<file path="config.mk">
export PLATFORM = sky130hd
export DESIGN_NAME = instr_aligner
export DESIGN_NICKNAME = d
export VERILOG_FILES = /design/src/rtl/aap_pkg.sv /design/src/rtl/parcel_fifo.sv /design/src/rtl/instr_aligner.sv
export SDC_FILE = /design/constraint.sdc
export NUM_CORES = 1
export LEC_CHECK = 0
export BUFFER_PORTS_ARGS = -buffer_cell sky130_fd_sc_hd__buf_2
export CAP_MARGIN = 20
export CORE_UTILIZATION = 55
export DETAILED_ROUTE_END_ITERATION = 8
export GPL_TIMING_DRIVEN = 0
export PLACE_DENSITY = 0.83
export SLEW_MARGIN = 20
export SYNTH_ARGS = -nofsm -noshare
export SYNTH_HDL_FRONTEND = slang
export SYNTH_SLANG_ARGS = --single-unit
</file>
<file path="constraint.sdc">
create_clock -name clk -period 4.6 [get_ports clk]
set_input_delay 0.23 -clock clk [delete_from_list [all_inputs] [get_ports clk]]
set_output_delay 0.23 -clock clk [all_outputs]
set_load 0.005 [all_outputs]
</file>
<file path="src/rtl/aap_pkg.sv">
// Shared definitions for the fetch/align path: parcel and instruction widths,
// plus a saturating-increment helper used by the optional perf counters.
package aap_pkg;

    localparam int PARCEL_W = 16;
    localparam int IS32_BIT = 15;
    localparam int INSTR_W  = 32;

    typedef logic [PARCEL_W-1:0] parcel_t;
    typedef logic [INSTR_W-1:0]  instr_t;

    function automatic logic is32(input parcel_t p);
        return p[IS32_BIT];
    endfunction

    function automatic logic [31:0] sat_inc32(input logic [31:0] v, input logic en);
        return (en && (v != '1)) ? v + 32'd1 : v;
    endfunction

endpackage

</file>
<file path="src/rtl/parcel_fifo.sv">
// Circular parcel buffer: one push, pop of 1 or 2 parcels, synchronous clear,
// and a combinational peek at the two oldest entries.
module parcel_fifo
    import aap_pkg::*;
#(
    parameter  int DEPTH = 4,
    localparam int AW    = $clog2(DEPTH),
    localparam int CW    = AW + 1
) (
    input  logic          clk,
    input  logic          rst,
    input  logic          clear_i,
    input  logic          push_i,
    input  parcel_t       push_data_i,
    input  logic          pop1_i,
    input  logic          pop2_i,
    output parcel_t       head0_o,
    output parcel_t       head1_o,
    output logic [CW-1:0] count_o
);

    parcel_t       mem_q [DEPTH];
    logic [AW-1:0] rd_ptr_q, rd_ptr_d;
    logic [AW-1:0] wr_ptr_q, wr_ptr_d;
    logic [CW-1:0] count_q, count_d;
    logic [CW-1:0] pop_n;

    always_comb begin
        // NOTE: every always_comb output gets a default first so no path infers a latch.
        pop_n    = pop2_i ? CW'(2) : (pop1_i ? CW'(1) : '0);
        rd_ptr_d = rd_ptr_q + AW'(pop_n);
        wr_ptr_d = wr_ptr_q + AW'(push_i);
        count_d  = count_q + CW'(push_i) - pop_n;
        if (clear_i) begin
            rd_ptr_d = '0;
            wr_ptr_d = '0;
            count_d  = '0;
        end
    end

    always_ff @(posedge clk or posedge rst) begin
        if (rst) begin
            rd_ptr_q <= '0;
            wr_ptr_q <= '0;
            count_q  <= '0;
        end else begin
            rd_ptr_q <= rd_ptr_d;
            wr_ptr_q <= wr_ptr_d;
            count_q  <= count_d;
        end
    end

    // NOTE: storage is deliberately not reset; count_q qualifies every read of it.
    always_ff @(posedge clk) begin
        if (push_i && !clear_i) begin
            mem_q[wr_ptr_q] <= push_data_i;
        end
    end

    assign head0_o = mem_q[rd_ptr_q];
    assign head1_o = mem_q[rd_ptr_q + AW'(1)];
    assign count_o = count_q;

`ifndef SYNTHESIS
    always @(posedge clk) begin
        if (!rst && !clear_i) begin
            assert (int'(count_q) + int'(push_i) - int'(pop_n) <= DEPTH);
            assert (int'(pop_n) <= int'(count_q));
        end
    end
`endif

endmodule

</file>
<file path="src/rtl/instr_aligner.sv">
// Fetch-side aligner: credit-limited in-order parcel fetch, stale-response dropping
// after flush, and 16/32-bit instruction assembly. Optional FETCH_PERF_EN adds perf counters.
module instr_aligner
    import aap_pkg::*;
#(
    parameter int              DEPTH    = 4,
    parameter int              PCW      = 24,
    parameter logic [PCW-1:0]  RESET_PC = '0
) (
    input  logic                clk,
    input  logic                rst,
    input  logic                flush,
    input  logic [PCW-1:0]      flush_pc,
    output logic                fetch_valid,
    output logic [PCW-1:0]      fetch_addr,
    input  logic                fetch_ready,
    input  logic                resp_valid,
    input  logic [PARCEL_W-1:0] resp_data,
    output logic                instr_valid,
    output logic [INSTR_W-1:0]  instr,
    output logic                instr_is32,
    output logic [PCW-1:0]      instr_pc,
    input  logic                instr_ready
`ifdef FETCH_PERF_EN
    ,
    output logic [31:0]         perf_i16,
    output logic [31:0]         perf_i32,
    output logic [31:0]         perf_drop
`endif
);

    localparam int CW = $clog2(DEPTH) + 1;
    localparam int LW = CW + 1;

    logic [CW-1:0]  fifo_count;
    logic [CW-1:0]  inflight_q, inflight_d;
    logic [CW-1:0]  drop_q, drop_d;
    logic [PCW-1:0] fetch_addr_q, fetch_addr_d;
    logic [PCW-1:0] head_pc_q, head_pc_d;
    logic [LW-1:0]  live;
    parcel_t        p0, p1;
    logic           head_is32, accept, consume, pop1, pop2, resp_drop, push;

    parcel_fifo #(.DEPTH(DEPTH)) u_fifo (
        .clk         (clk),
        .rst         (rst),
        .clear_i     (flush),
        .push_i      (push),
        .push_data_i (resp_data),
        .pop1_i      (pop1),
        .pop2_i      (pop2),
        .head0_o     (p0),
        .head1_o     (p1),
        .count_o     (fifo_count)
    );

    // Drops are a subset of inflight, so live counts only parcels that will land.
    // The inflight bound keeps the counters within DEPTH while stale responses drain.
    assign live        = LW'(fifo_count) + LW'(inflight_q) - LW'(drop_q);
    assign fetch_valid = !rst && !flush && (live < LW'(DEPTH)) && (inflight_q < CW'(DEPTH));
    assign fetch_addr  = fetch_addr_q;
    assign accept      = fetch_valid && fetch_ready;

    assign head_is32   = is32(p0);
    assign instr_valid = !flush && (fifo_count != '0) && (!head_is32 || fifo_count >= CW'(2));
    assign instr       = !instr_valid ? '0 :
                         head_is32    ? {p0, p1} : {p0, {PARCEL_W{1'b0}}};
    assign instr_is32  = instr_valid && head_is32;
    assign instr_pc    = head_pc_q;

    assign consume   = instr_valid && instr_ready;
    assign pop2      = consume && head_is32;
    assign pop1      = consume && !head_is32;
    assign resp_drop = resp_valid && (flush || drop_q != '0);
    assign push      = resp_valid && !resp_drop;

    always_comb begin
        inflight_d   = inflight_q + CW'(accept) - CW'(resp_valid);
        drop_d       = drop_q - CW'(resp_drop);
        fetch_addr_d = fetch_addr_q + PCW'(accept);
        head_pc_d    = head_pc_q + (pop2 ? PCW'(2) : PCW'(pop1));
        if (flush) begin
            // Everything still outstanding after this cycle's response is stale.
            drop_d       = inflight_q - CW'(resp_valid);
            fetch_addr_d = flush_pc;
            head_pc_d    = flush_pc;
        end
    end

    always_ff @(posedge clk or posedge rst) begin
        if (rst) begin
            inflight_q   <= '0;
            drop_q       <= '0;
            fetch_addr_q <= RESET_PC;
            head_pc_q    <= RESET_PC;
        end else begin
            inflight_q   <= inflight_d;
            drop_q       <= drop_d;
            fetch_addr_q <= fetch_addr_d;
            head_pc_q    <= head_pc_d;
        end
    end

`ifdef FETCH_PERF_EN
    logic [31:0] perf_i16_q, perf_i32_q, perf_drop_q;

    always_ff @(posedge clk or posedge rst) begin
        if (rst) begin
            perf_i16_q  <= '0;
            perf_i32_q  <= '0;
            perf_drop_q <= '0;
        end else begin
            perf_i16_q  <= sat_inc32(perf_i16_q, pop1);
            perf_i32_q  <= sat_inc32(perf_i32_q, pop2);
            perf_drop_q <= sat_inc32(perf_drop_q, resp_drop);
        end
    end

    assign perf_i16  = perf_i16_q;
    assign perf_i32  = perf_i32_q;
    assign perf_drop = perf_drop_q;
`endif

endmodule
</file>
=== Word level (Yosys, flattened, before mapping) ===
Memories as Yosys holds them, arrays and structs flattened.
Index checks and enable logic that the tools add are counted.

* Flip-flop bits (word level): 61
* Bits in latches: 0
* Bits in writable memories: 64
* Bits in read-only memories: 0
* Input port bits: 46
* Output and inout bits: 83
* Word-level logic and storage cells: 58
* Memories: 1

{| class="wikitable"
|+ Memories
! memory !! depth !! width !! rd ports !! clocked after memory_dff !! write ports !! line !! source
|-
| u_fifo.mem_q || 4 || 16 || 2 || 0 || 1 || parcel_fifo.sv:22 || <nowiki>parcel_t mem_q [DEPTH];</nowiki>
|}

* $add $sub $neg: 13
* $mul: 0
* Div/mod/pow operators: 0
* $lt $le $gt $ge: 3
* Eq/ne operators: 0
* Shift-type cells: 0
* Mux-type cells: 13
* Bitwise gates (word level): 0
* Reduce and logical (&&, ||, !) cells: 21

{| class="wikitable"
|+ Operator list
! kind !! count
|-
| $mux W32 || 2
|-
| $mux W24 || 2
|-
| $add A24 B1 Y24 || 1
|-
| $add A24 B2 Y24 || 1
|-
| $logic_and A1 B1 Y1 || 13
|-
| $mux W3 || 3
|-
| $sub A3 B1 Y3 || 3
|-
| $add A3 B1 Y3 || 2
|-
| $mux W2 || 3
|-
| $reduce_bool A3 Y1 || 2
|-
| $add A3 B3 Y4 || 1
|-
| $logic_not A1 Y1 || 4
|-
| $lt A4 B3 Y1 const B || 1
|-
| $sub A4 B3 Y4 || 1
|-
| $ge A3 B2 Y1 const B || 1
|-
| $lt A3 B3 Y1 const B || 1
|-
| $mux W1 || 3
|-
| $sub A3 B3 Y3 || 1
|-
| $add A2 B1 Y2 || 1
|-
| $add A2 B1 Y2 const B || 1
|-
| $add A2 B2 Y2 || 1
|-
| $logic_or A1 B1 Y1 || 2
|}

=== Logic depth before layout (Yosys ltp) ===
Gate-level depths: netlist of run 1.
An unclocked memory read counts as a cell.

* Word-level depth: 10
* Mapped depth: 15
* Mapped depth without buffers: 15

=== Modules after synthesis ===
From an unflattened synthesis of run 1, not the netlist that was laid out.

* Cell total of the unflattened synthesis: 490
* Area total of the unflattened synthesis: 6596.3 um2

{| class="wikitable"
|+ Modules (own cells, without submodules)
! module !! instances !! cells an instance !! area each (um2) !! seq. area each (um2)
|-
| instr_aligner || 1 || 351 || 3435.8 || 1351.3
|-
| parcel_fifo || 1 || 139 || 3160.5 || 2097.0
|}

=== Least setup slack after synthesis of run 1 ===
No wires, ideal clock.

* Path type: register to register
* Start point: register inflight_q[1]
* End point: register fetch_addr_q[12] (netlist: fetch_addr[12])
* Setup time: 0.125 ns
* Data arrival time: 3.350 ns
* Data required time: 4.475 ns
* Path slack: 1.125 ns
* Cell stages (with the launch flop): 15
* Path buffers: 0
* Clock period less this slack: 3.475 ns
* Cell sequence: dfrtp_1 > inv_1 > fa_1 > inv_1 > ha_1 > and3b_1 > or3_1 > a21oi_1 > and2_1 > ha_1 > ha_1 > nand3_1 > nor4_1 > xor2_1 > mux2_2

* Cells in the longest elaborated chain, start to end: 8
* Elaborated cells between the ends (all ways): 9
* Classes of those cells: 3 x add/sub; 2 x order compare; 1 x mux; 3 x reduce/logical

{| class="wikitable"
|+ RTL lines
! element !! line !! source
|-
| start, declared || instr_aligner.sv:36 || <nowiki>logic [CW-1:0] inflight_q, inflight_d;</nowiki>
|-
| start signal, assigned || instr_aligner.sv:97 || <nowiki>inflight_q <= inflight_d;</nowiki>
|-
| $add A3 B3 Y4 || instr_aligner.sv:59 || <nowiki>assign live = LW'(fifo_count) + LW'(inflight_q) - LW'(drop_q);</nowiki>
|-
| $sub A4 B3 Y4 || instr_aligner.sv:59 ||
|-
| $lt A4 B3 Y1 || instr_aligner.sv:60 || <nowiki>assign fetch_valid = !rst && !flush && (live < LW'(DEPTH)) && (inflight_q < CW'(DEPTH));</nowiki>
|-
| $logic_and A1 B1 Y1 || instr_aligner.sv:60 ||
|-
| $logic_and A1 B1 Y1 (*) || instr_aligner.sv:60 ||
|-
| net fetch_valid || instr_aligner.sv:14 || <nowiki>output logic fetch_valid,</nowiki>
|-
| $logic_and A1 B1 Y1 (*) || instr_aligner.sv:62 || <nowiki>assign accept = fetch_valid && fetch_ready;</nowiki>
|-
| $add A24 B1 Y24 (*) || instr_aligner.sv:80 || <nowiki>fetch_addr_d = fetch_addr_q + PCW'(accept);</nowiki>
|-
| $mux W24 (*) || instr_aligner.sv:82 || <nowiki>if (flush) begin</nowiki>
|-
| net fetch_addr_d[12] || instr_aligner.sv:38 || <nowiki>logic [PCW-1:0] fetch_addr_q, fetch_addr_d;</nowiki>
|-
| end signal, assigned || instr_aligner.sv:99 || <nowiki>fetch_addr_q <= fetch_addr_d;</nowiki>
|-
| end, declared || instr_aligner.sv:38 ||
|}

Mark *: on every way through the listed nets, which the timed path passes. The rest lies on a longest branch.

=== Worst setup path after layout of run 1 ===
* Start point: register u_fifo.rd_ptr_q[0]
* End point: register head_pc_q[18] (netlist: instr_pc[18])

* Cells in the longest elaborated chain, start to end: 9
* Elaborated cells between the ends (all ways): 10
* Classes of those cells: 1 x add/sub; 2 x mux; 6 x reduce/logical; 1 x memory

{| class="wikitable"
|+ RTL lines
! element !! line !! source
|-
| start, declared || parcel_fifo.sv:23 || <nowiki>logic [AW-1:0] rd_ptr_q, rd_ptr_d;</nowiki>
|-
| start signal, assigned || parcel_fifo.sv:47 || <nowiki>rd_ptr_q <= rd_ptr_d;</nowiki>
|-
| $mem_v2 Z4 W16 (*) || -- ||
|-
| $logic_not A1 Y1 || instr_aligner.sv:65, instr_aligner.sv:73 ||
|-
| $logic_or A1 B1 Y1 || instr_aligner.sv:65 || <nowiki>assign instr_valid = !flush && (fifo_count != '0) && (!head_is32 || fifo_count >= CW'(2));</nowiki>
|-
| $logic_and A1 B1 Y1 || instr_aligner.sv:65 ||
|-
| $logic_and A1 B1 Y1 || instr_aligner.sv:71 || <nowiki>assign consume = instr_valid && instr_ready;</nowiki>
|-
| $logic_and A1 B1 Y1, on equally long branches || instr_aligner.sv:73, instr_aligner.sv:72 ||
|-
| $mux W2 (*) || instr_aligner.sv:81 || <nowiki>head_pc_d = head_pc_q + (pop2 ? PCW'(2) : PCW'(pop1));</nowiki>
|-
| $add A24 B2 Y24 (*) || instr_aligner.sv:81 ||
|-
| $mux W24 (*) || instr_aligner.sv:82 ||
|-
| net head_pc_d[18] || instr_aligner.sv:39 || <nowiki>logic [PCW-1:0] head_pc_q, head_pc_d;</nowiki>
|-
| end signal, assigned || instr_aligner.sv:100 || <nowiki>head_pc_q <= head_pc_d;</nowiki>
|-
| end, declared || instr_aligner.sv:39 ||
|}

Marks and branches as above.

==> results of run 1 <==
==> report_power, final <==
group	leakage [nW]	total, mW	switching, mW	internal [mW]
clock	0.308	1.48	0.477	1.01
combinational	1.82	0.787	0.413	0.373
sequential	1.30	1.39	0.117	1.28
total	3.43	3.67	1.01	2.66
==> flip-flops by register name, summed over array words and instances (netlist names) <==
name / count
instr_pc: 24
drop_q: 3
u_fifo.rd_ptr_q: 2
u_fifo.mem_q: 64
u_fifo.wr_ptr_q: 2
fetch_addr: 24
u_fifo.count_o: 3
inflight_q: 3
==> metrics by stage <==
stage / instance area, um2 / setup WS [ns] / hold slack (ns)
final: 8190 / 0.416 / 0.0177
after global routing: 8190 / 0.114 / 0.0142
after detailed placement: 7520 / 0.337 / 0.175
after floorplan: 6620 / 1.13 / 0.329
after global placement: 7440 / 0.409 / 0.438
after CTS: 8190 / 0.245 / 0.00729
==> final timing paths <==
kind	end	slack [ns]	depth (start not counted)
worst min register to register	inflight_q[2]	0.54	1
worst min-delay path	u_fifo.mem_q[3][9]	0.02	1
min in group asynchronous	u_fifo.count_o[0]	0.29	3
worst max register to register	instr_pc[18]	0.42	13
worst max-delay path	instr_pc[18]	0.42	13
max in group asynchronous	fetch_addr[8]	3.81	4
==> routing by layer <==
| metal | global-route usage, % | up-vias | wire (um) |
|---|---|---|---|
| li1 | - | 2288 | - |
| met1 | 34.6 | 2604 | 6380 |
| met2 | 50.6 | 318 | 8970 |
| met3 | 8.00 | 55 | 1520 |
| met4 | 13.9 | 2 | 516 |
| met5 | 0 | - | 13 |
==> repair_timing <==
action | CTS | global route
resized for setup | 0 | 1
hold buffers | 1 | 0
setup endpoints to repair | 0 | 1
buffers inserted | 0 | 0
endpoints found under the hold margin | 11 | 0
==> layout make-up <==
type	count	area share [%]
clock buffer	19	5.28
inverter	35	1.63
sequential	125	42.1
buffer	28	1.39
timing repair buffer	133	8.81
multi-input combinational	338	35.9
clock inverter	13	2.69
tap	143	2.18
==> kinds of logic after synthesis <==
| kind of cell | after synthesis |
|---|---|
| DFF | 125 |
| and+or+nand+nor | 178 |
| AOI/OAI and AO/OA | 56 |
| muxes | 51 |
| buffers and inverters | 63 |
| xor gates and xnor gates | 30 |
| adders and majority gates | 23 |
==> synthesized netlist by cell type (15+ instances only) <==
cell type	instances	area (um2)
mux2_2	15	169
clkbuf_1	20	75.1
nand3_1	16	80.1
edfxtp_1	64	1920
xnor2_1	23	201
nand4_1	17	106
ha_1	18	225
nor2_1	22	82.6
and3_1	22	138
mux4_2	32	721
nor3_1	20	100
dfrtp_1	61	1530
nor2b_1	20	125
inv_1	32	120
nand2_1	18	67.6
==> worst max-delay path: stages (launching register included) <==
cell and delay (ns):
dfrtp_1 0.35, clkbuf_1 0.25, mux4_2 0.56, nor3_1 0.20, nor2_1 0.20, clkbuf_1 0.32, nor3_2 0.34, ha_1 0.25
fa_1 0.25, and4_1 0.20, clkbuf_1 0.30, nand4_1 0.30, or3_1 0.40, a31oi_1 0.18
==> key figures, run 1 <==
Run status
  – Status: finished with violations
  – Failing checks: DRC

Yosys
  – Avg Cell Area, Syn: 12.6 um2
  – Post-synthesis mux area share: 14.1%
  – Post-Synth Simple-Gate Area: 15.3%
  – Syn_nets: 595
  – Largest family of logic cells by synthesized area: simple AND/OR/NAND/NOR gates
  – Yosys warns: 0
  – Yosys reg bits: 125
  – Asr flop ratio synth: 48.8%
  – EDFF count, synth: 64
  – Post-Synthesis Cells: 526
  – Compound-cell area share of the yosys netlist: 5.95%
  – Seq/Total Area, Yosys: 52.1%
  – Most used DFF post-synth: edfxtp_1
  – Post-Syn Area: 6620 um2
  – Adder-cell area share of the yosys netlist: 4.91%
  – Xor and xnor area share after synthesis: 3.97%
  – Yosys cell types: 56

STA
  – Setup Total Neg Slack: 0 ns
  – Slew Viols, Final: 0
  – Clock skew: 0.00563 ns
  – RSZ-0062 raised after global routing: no
  – Fmax: 239 MHz
  – Worst slew pin tran: 0.991 ns
  – Final period utilization: 91.0%
  – Min cycle time layout: 4.18 ns
  – Final hold vios: 0
  – Final setup fails: 0
  – Slew HR: 33.4%

Worst setup path
  – Arr. time, crit path: 4.52 ns
  – CP startpoint: u_fifo.rd_ptr_q[0]
  – Critical path startpoint category: register
  – Critical path class: reg -> reg
  – Worst r2r src: u_fifo.rd_ptr_q[0]
  – Worst path required time: 4.94 ns
  – Critical path endpoint category: register
  – Max FO, Critical Path: 10

Route
  – Antenna Nets Post-Route: 0
  – Vias: 5267
  – DR WL/cell: 20.9 um
  – Starting DRT DRC Count: 606
  – Drt total wl: 17.4 mm
  – Vias per cell: 6.32
  – # DRC: 10
  – TritonRoute pass-1 iters: 7

Layout
  – Most frequent cells in the layout: 131 x buf_2, 64 x edfxtp_1, 61 x dfrtp_1
  – Commonest non-fill, non-tap cell in the layout: buf_2
  – Nets: 747
  – Area growth syn-to-layout: 23.7%
  – Seq. cell area: 3450 um2
  – Final Non-Filler Cells: 834
  – ANT cells: 0
  – Filler instances: 715
  – Final core utilization: 70.8%
  – Footprint of the multi-input gates: 2940 um2
  – Layout cells sized above 1: 32.7%

Clock network
  – Max H-tree Level: 4
  – Reg clk slew, reported paths: 0.05 ns
  – CTS tree: yes
  – Clk_lat worst skew: 0.43 ns
  – CTS Sinks: 125
  – Clock buffer depth: 2
  – CTS Root Cell: clkbuf_16
  – TritonCTS Buffers: 17

Floorplanning
  – Io pins: 129
  – Site Rows: 39
  – Die area: 12500 um2
  – Die extent in x: 112 um
  – Die H: 112 um
  – Core area: 11600 um2
  – Initial Util: 57.3%

Placement
  – Cells after DPL: 801
  – # port buffers: 127
  – Post-DP HPWL: 11.6 mm
  – Final estimated routing congestion in global placement: 0.890

Hold path
  – Min-delay src: resp_data[9]
  – Min-delay worst type: in -> reg

Power
  – VDD IR max: 0.000391 V
  – Total power: 3.67 mW
  – PwrDens: 448 nW/um2
  – Leak pwr: 3.43 nW

Flow run
  – Max Cap Viol: 0

Global routing
  – First-pass GRT wire length: 27.6 mm
  – Largest net degree at the start of global routing: 51
  – Vias in the first global route: 5453
  – Initial antenna violation count: 1
  – GRT Overall Usage: 29.5%
  – GR Overflow Total: 0
Power figures use the tool's default switching activity.
==> inputs of run 2 (changes only) <==
- CORE_UTILIZATION: 55 -> 25
- PLACE_DENSITY: 0.83 -> 0.45
- SYNTH_HIERARCHICAL: not set -> 1
==> key figures, run 2 <==
Yosys
  – Largest cells by area after synthesis: edfxtp_1 29%, dfrtp_1 23%, mux4_2 10%, mux2_2 3.8%, ha_1 3.4%
  – Count leader, synth: edfxtp_1
  – Post-Synthesis Cells: 490 (-6.8%)
  – Syn_nets: 559 (-6.1%)
  – Synth top area share: 29.1% (+0.11 points)
  – Yosys reg bits: 125 (unchanged)
  – Avg Cell Area, Syn: 13.5 um2 (+6.9%)
  – Yosys warns: 6 (+6)
  – Top cells by count, synth: 64 x edfxtp_1, 61 x dfrtp_1, 35 x and2_1
  – Post-Syn Area: 6600 um2 (-0.38%)
  – Most used DFF post-synth: edfxtp_1
  – Seq/Total Area, Yosys: 52.3% (+0.20 points)
  – Yosys cell types: 56 (unchanged)
  – EDFF count, synth: 64 (unchanged)
  – Asr flop ratio synth: 48.8% (unchanged)
  – Area leader, netlist: edfxtp_1

Route
  – Drt total wl: 18.0 mm (+3.4%)
  – Starting DRT DRC Count: 262 (-57%)
  – TritonRoute pass-1 iters: 6 (-1)
  – Antenna Nets Post-Route: 0 (unchanged)
  – DR WL/cell: 18.1 um (-13%)
  – Vias per cell: 4.74 (-25%)
  – # DRC: 0 (-10)
  – Vias: 4713 (-11%)

STA
  – Minimum hold slack: 0.0312 ns (+0.0135 ns)
  – Clock skew: 0.00826 ns (+0.00263 ns)
  – Min cycle time layout: 4.25 ns (+0.0666 ns)
  – Slew HR: 37.8% (+4.4 points)
  – Fmax: 235 MHz (-1.6%)
  – RSZ-0062 raised after global routing: no
  – Final period utilization: 92.4% (+1.4 points)
  – Worst slew pin tran: 0.932 ns (-0.0582 ns)
  – Final hold vios: 0 (unchanged)
  – Setup ws final: 0.349 ns (-0.0666 ns)
  – Slew Viols, Final: 0 (unchanged)
  – Final setup fails: 0 (unchanged)

Global routing
  – Initial antenna violation count: 1 (unchanged)
  – GR Overflow Total: 0 (unchanged)
  – GRT Overall Usage: 13.7% (-16 points)
  – Vias in the first global route: 4733 (-13%)
  – First-pass GRT wire length: 27.4 mm (-0.70%)
  – Largest net degree at the start of global routing: 54 (+5.9%)

Clock network
  – Clock buffer depth: 2 (unchanged)
  – Reg clk slew, reported paths: 0.06 ns (about the same)
  – CTS Sinks: 125 (unchanged)
  – TritonCTS Buffers: 17 (unchanged)
  – Clk_lat worst skew: 0.41 ns (-0.02 ns)
  – CTS Root Cell: clkbuf_16
  – CTS tree: yes
  – Max H-tree Level: 4 (unchanged)

Layout
  – ANT cells: 0 (unchanged)
  – Layout cells sized above 1: 37.7% (+5.0 points)
  – Footprint of the multi-input gates: 2920 um2 (-0.68%)
  – Seq. cell area: 3450 um2 (unchanged)
  – Final Instance Area: 8400 um2 (+2.5%)
  – Most frequent cells in the layout: 134 x buf_2, 64 x edfxtp_1, 61 x dfrtp_1
  – Final core utilization: 32.3% (-39 points)
  – Largest reg by FF count: u_fifo/mem_q
  – Filler instances: 2667 (+270%)
  – Largest register FFs: 64 (unchanged)
  – Area growth syn-to-layout: 27.3%
  – Nets: 716 (-4.1%)
  – Commonest non-fill, non-tap cell in the layout: buf_2

Floorplanning
  – Initial Util: 25.4% (-32 points)
  – Die area: 27000 um2 (+120%)
  – Core area: 26000 um2 (+120%)
  – Die extent in x: 164 um (+47%)
  – Io pins: 129 (unchanged)
  – Die H: 164 um (+47%)
  – Site Rows: 59 (+51%)

Placement
  – # port buffers: 128 (+0.79%)
  – Placed cell areas: 7770 um2 (+3.3%)
  – Final estimated routing congestion in global placement: 0.828 (-7.0%)
  – Place WS: -0.443 ns (-0.780 ns)
  – Post-DP HPWL: 13.3 mm (+15%)

Power
  – Leak pwr: 3.36 nW (-2.1%)
  – VDD IR max: 0.000215 V (-45%)
  – PwrDens: 404 nW/um2 (-9.7%)
  – Total power: 3.39 mW (-7.5%)

Flow run
  – Max Cap Viol: 0 (unchanged)

Worst setup path
  – Critical path endpoint category: register
  – Arr. time, crit path: 4.58 ns (+0.06 ns)
  – Critical path startpoint category: register
  – Worst path required time: 4.92 ns (-0.02 ns)
  – Critical path class: reg -> reg
  – Max FO, Critical Path: 11 (+1)

Hold path
  – Min-delay worst type: in -> reg

Run status
  – Status: complete, no violations
## run 2: repair_timing
item / CTS / global route
hold buffers: 1 / 0
gates cloned: 0 / 0
endpoints found under the hold margin: 61 / 0
gates resized for setup: 3 / 1
buffers inserted: 0 / 2
pin swaps: 0 / 1
setup endpoints to repair: 11 / 4
## run 2: cell type report
class                      instances  share of cell area, %
timing repair buffer             138                   8.82
clock buffer                      17                   5.07
buffer                            26                   2.04
sequential                       125                   41.1
inverter                          28                   1.28
clock inverter                    15                   1.92
tap                              335                   4.99
multi-input combinational        311                   34.8
## run 2: critical path, stage by stage (launching register included)
cell and delay (ns):
dfrtp_1 0.34, buf_6 0.15, mux4_1 0.57, inv_1 0.18, a211oi_1 0.17, nor3_4 0.35, clkbuf_2 0.34, and2_1 0.33
fa_1 0.32, and4_1 0.21, clkbuf_1 0.34, nand4_1 0.15, buf_4 0.18, or3_1 0.32, a31oi_1 0.20
## run 2: kinds of logic (layout without fill, tap and decap cells)
group                    after synthesis  count (layout)  synth area share (%)
AO/OA/AOI/OAI                         57              57                  5.63
XOR/XNOR                              29              29                  4.32
adder cells (fa/ha/maj)               23              23                  4.93
buffers and inverters                 54             224                  4.17
flip-flops                           125             125                  52.3
multiplexers                          56              56                  15.1
AND/OR/NAND/NOR                      146             146                  13.6
## run 2: power by group
group          internal (mW)  switching [mW]
combinational          0.352           0.342
sequential              1.27          0.0972
clock                  0.806           0.529
total                   2.42           0.969
## run 2: final timing paths
kind                                    startpoint                  end  slack [ns]  cells past startpoint
worst min-delay path                 resp_data[13]  u_fifo/mem_q[3][13]        0.03                      1
worst max-delay path            u_fifo/rd_ptr_q[1]         instr_pc[20]        0.35                     14
worst max register to register  u_fifo/rd_ptr_q[1]         instr_pc[20]        0.35                     14
min in group asynchronous                      rst        inflight_q[2]        0.25                      3
worst min register to register       inflight_q[0]        inflight_q[0]        0.51                      1
max in group asynchronous                      rst       fetch_addr[20]        3.88                      4
## run 2: stage by stage
stage | cells | TNS (ns)
2_1_floorplan | 490 | 0
3_3_place_gp | 953 | -31.50
3_5_place_dp | 960 | -1.59
4_1_cts | 993 | 0
5_1_grt | 995 | 0
6_report | 995 | 0
## run 2: routing by layer
layer	track usage, %	vias to the layer above	part of all wire, %
met5	0	-	0
met4	3.25	0	0.94
met3	3.92	13	6.0
met2	22.9	144	48
met1	17.4	2379	45
li1	-	2177	-
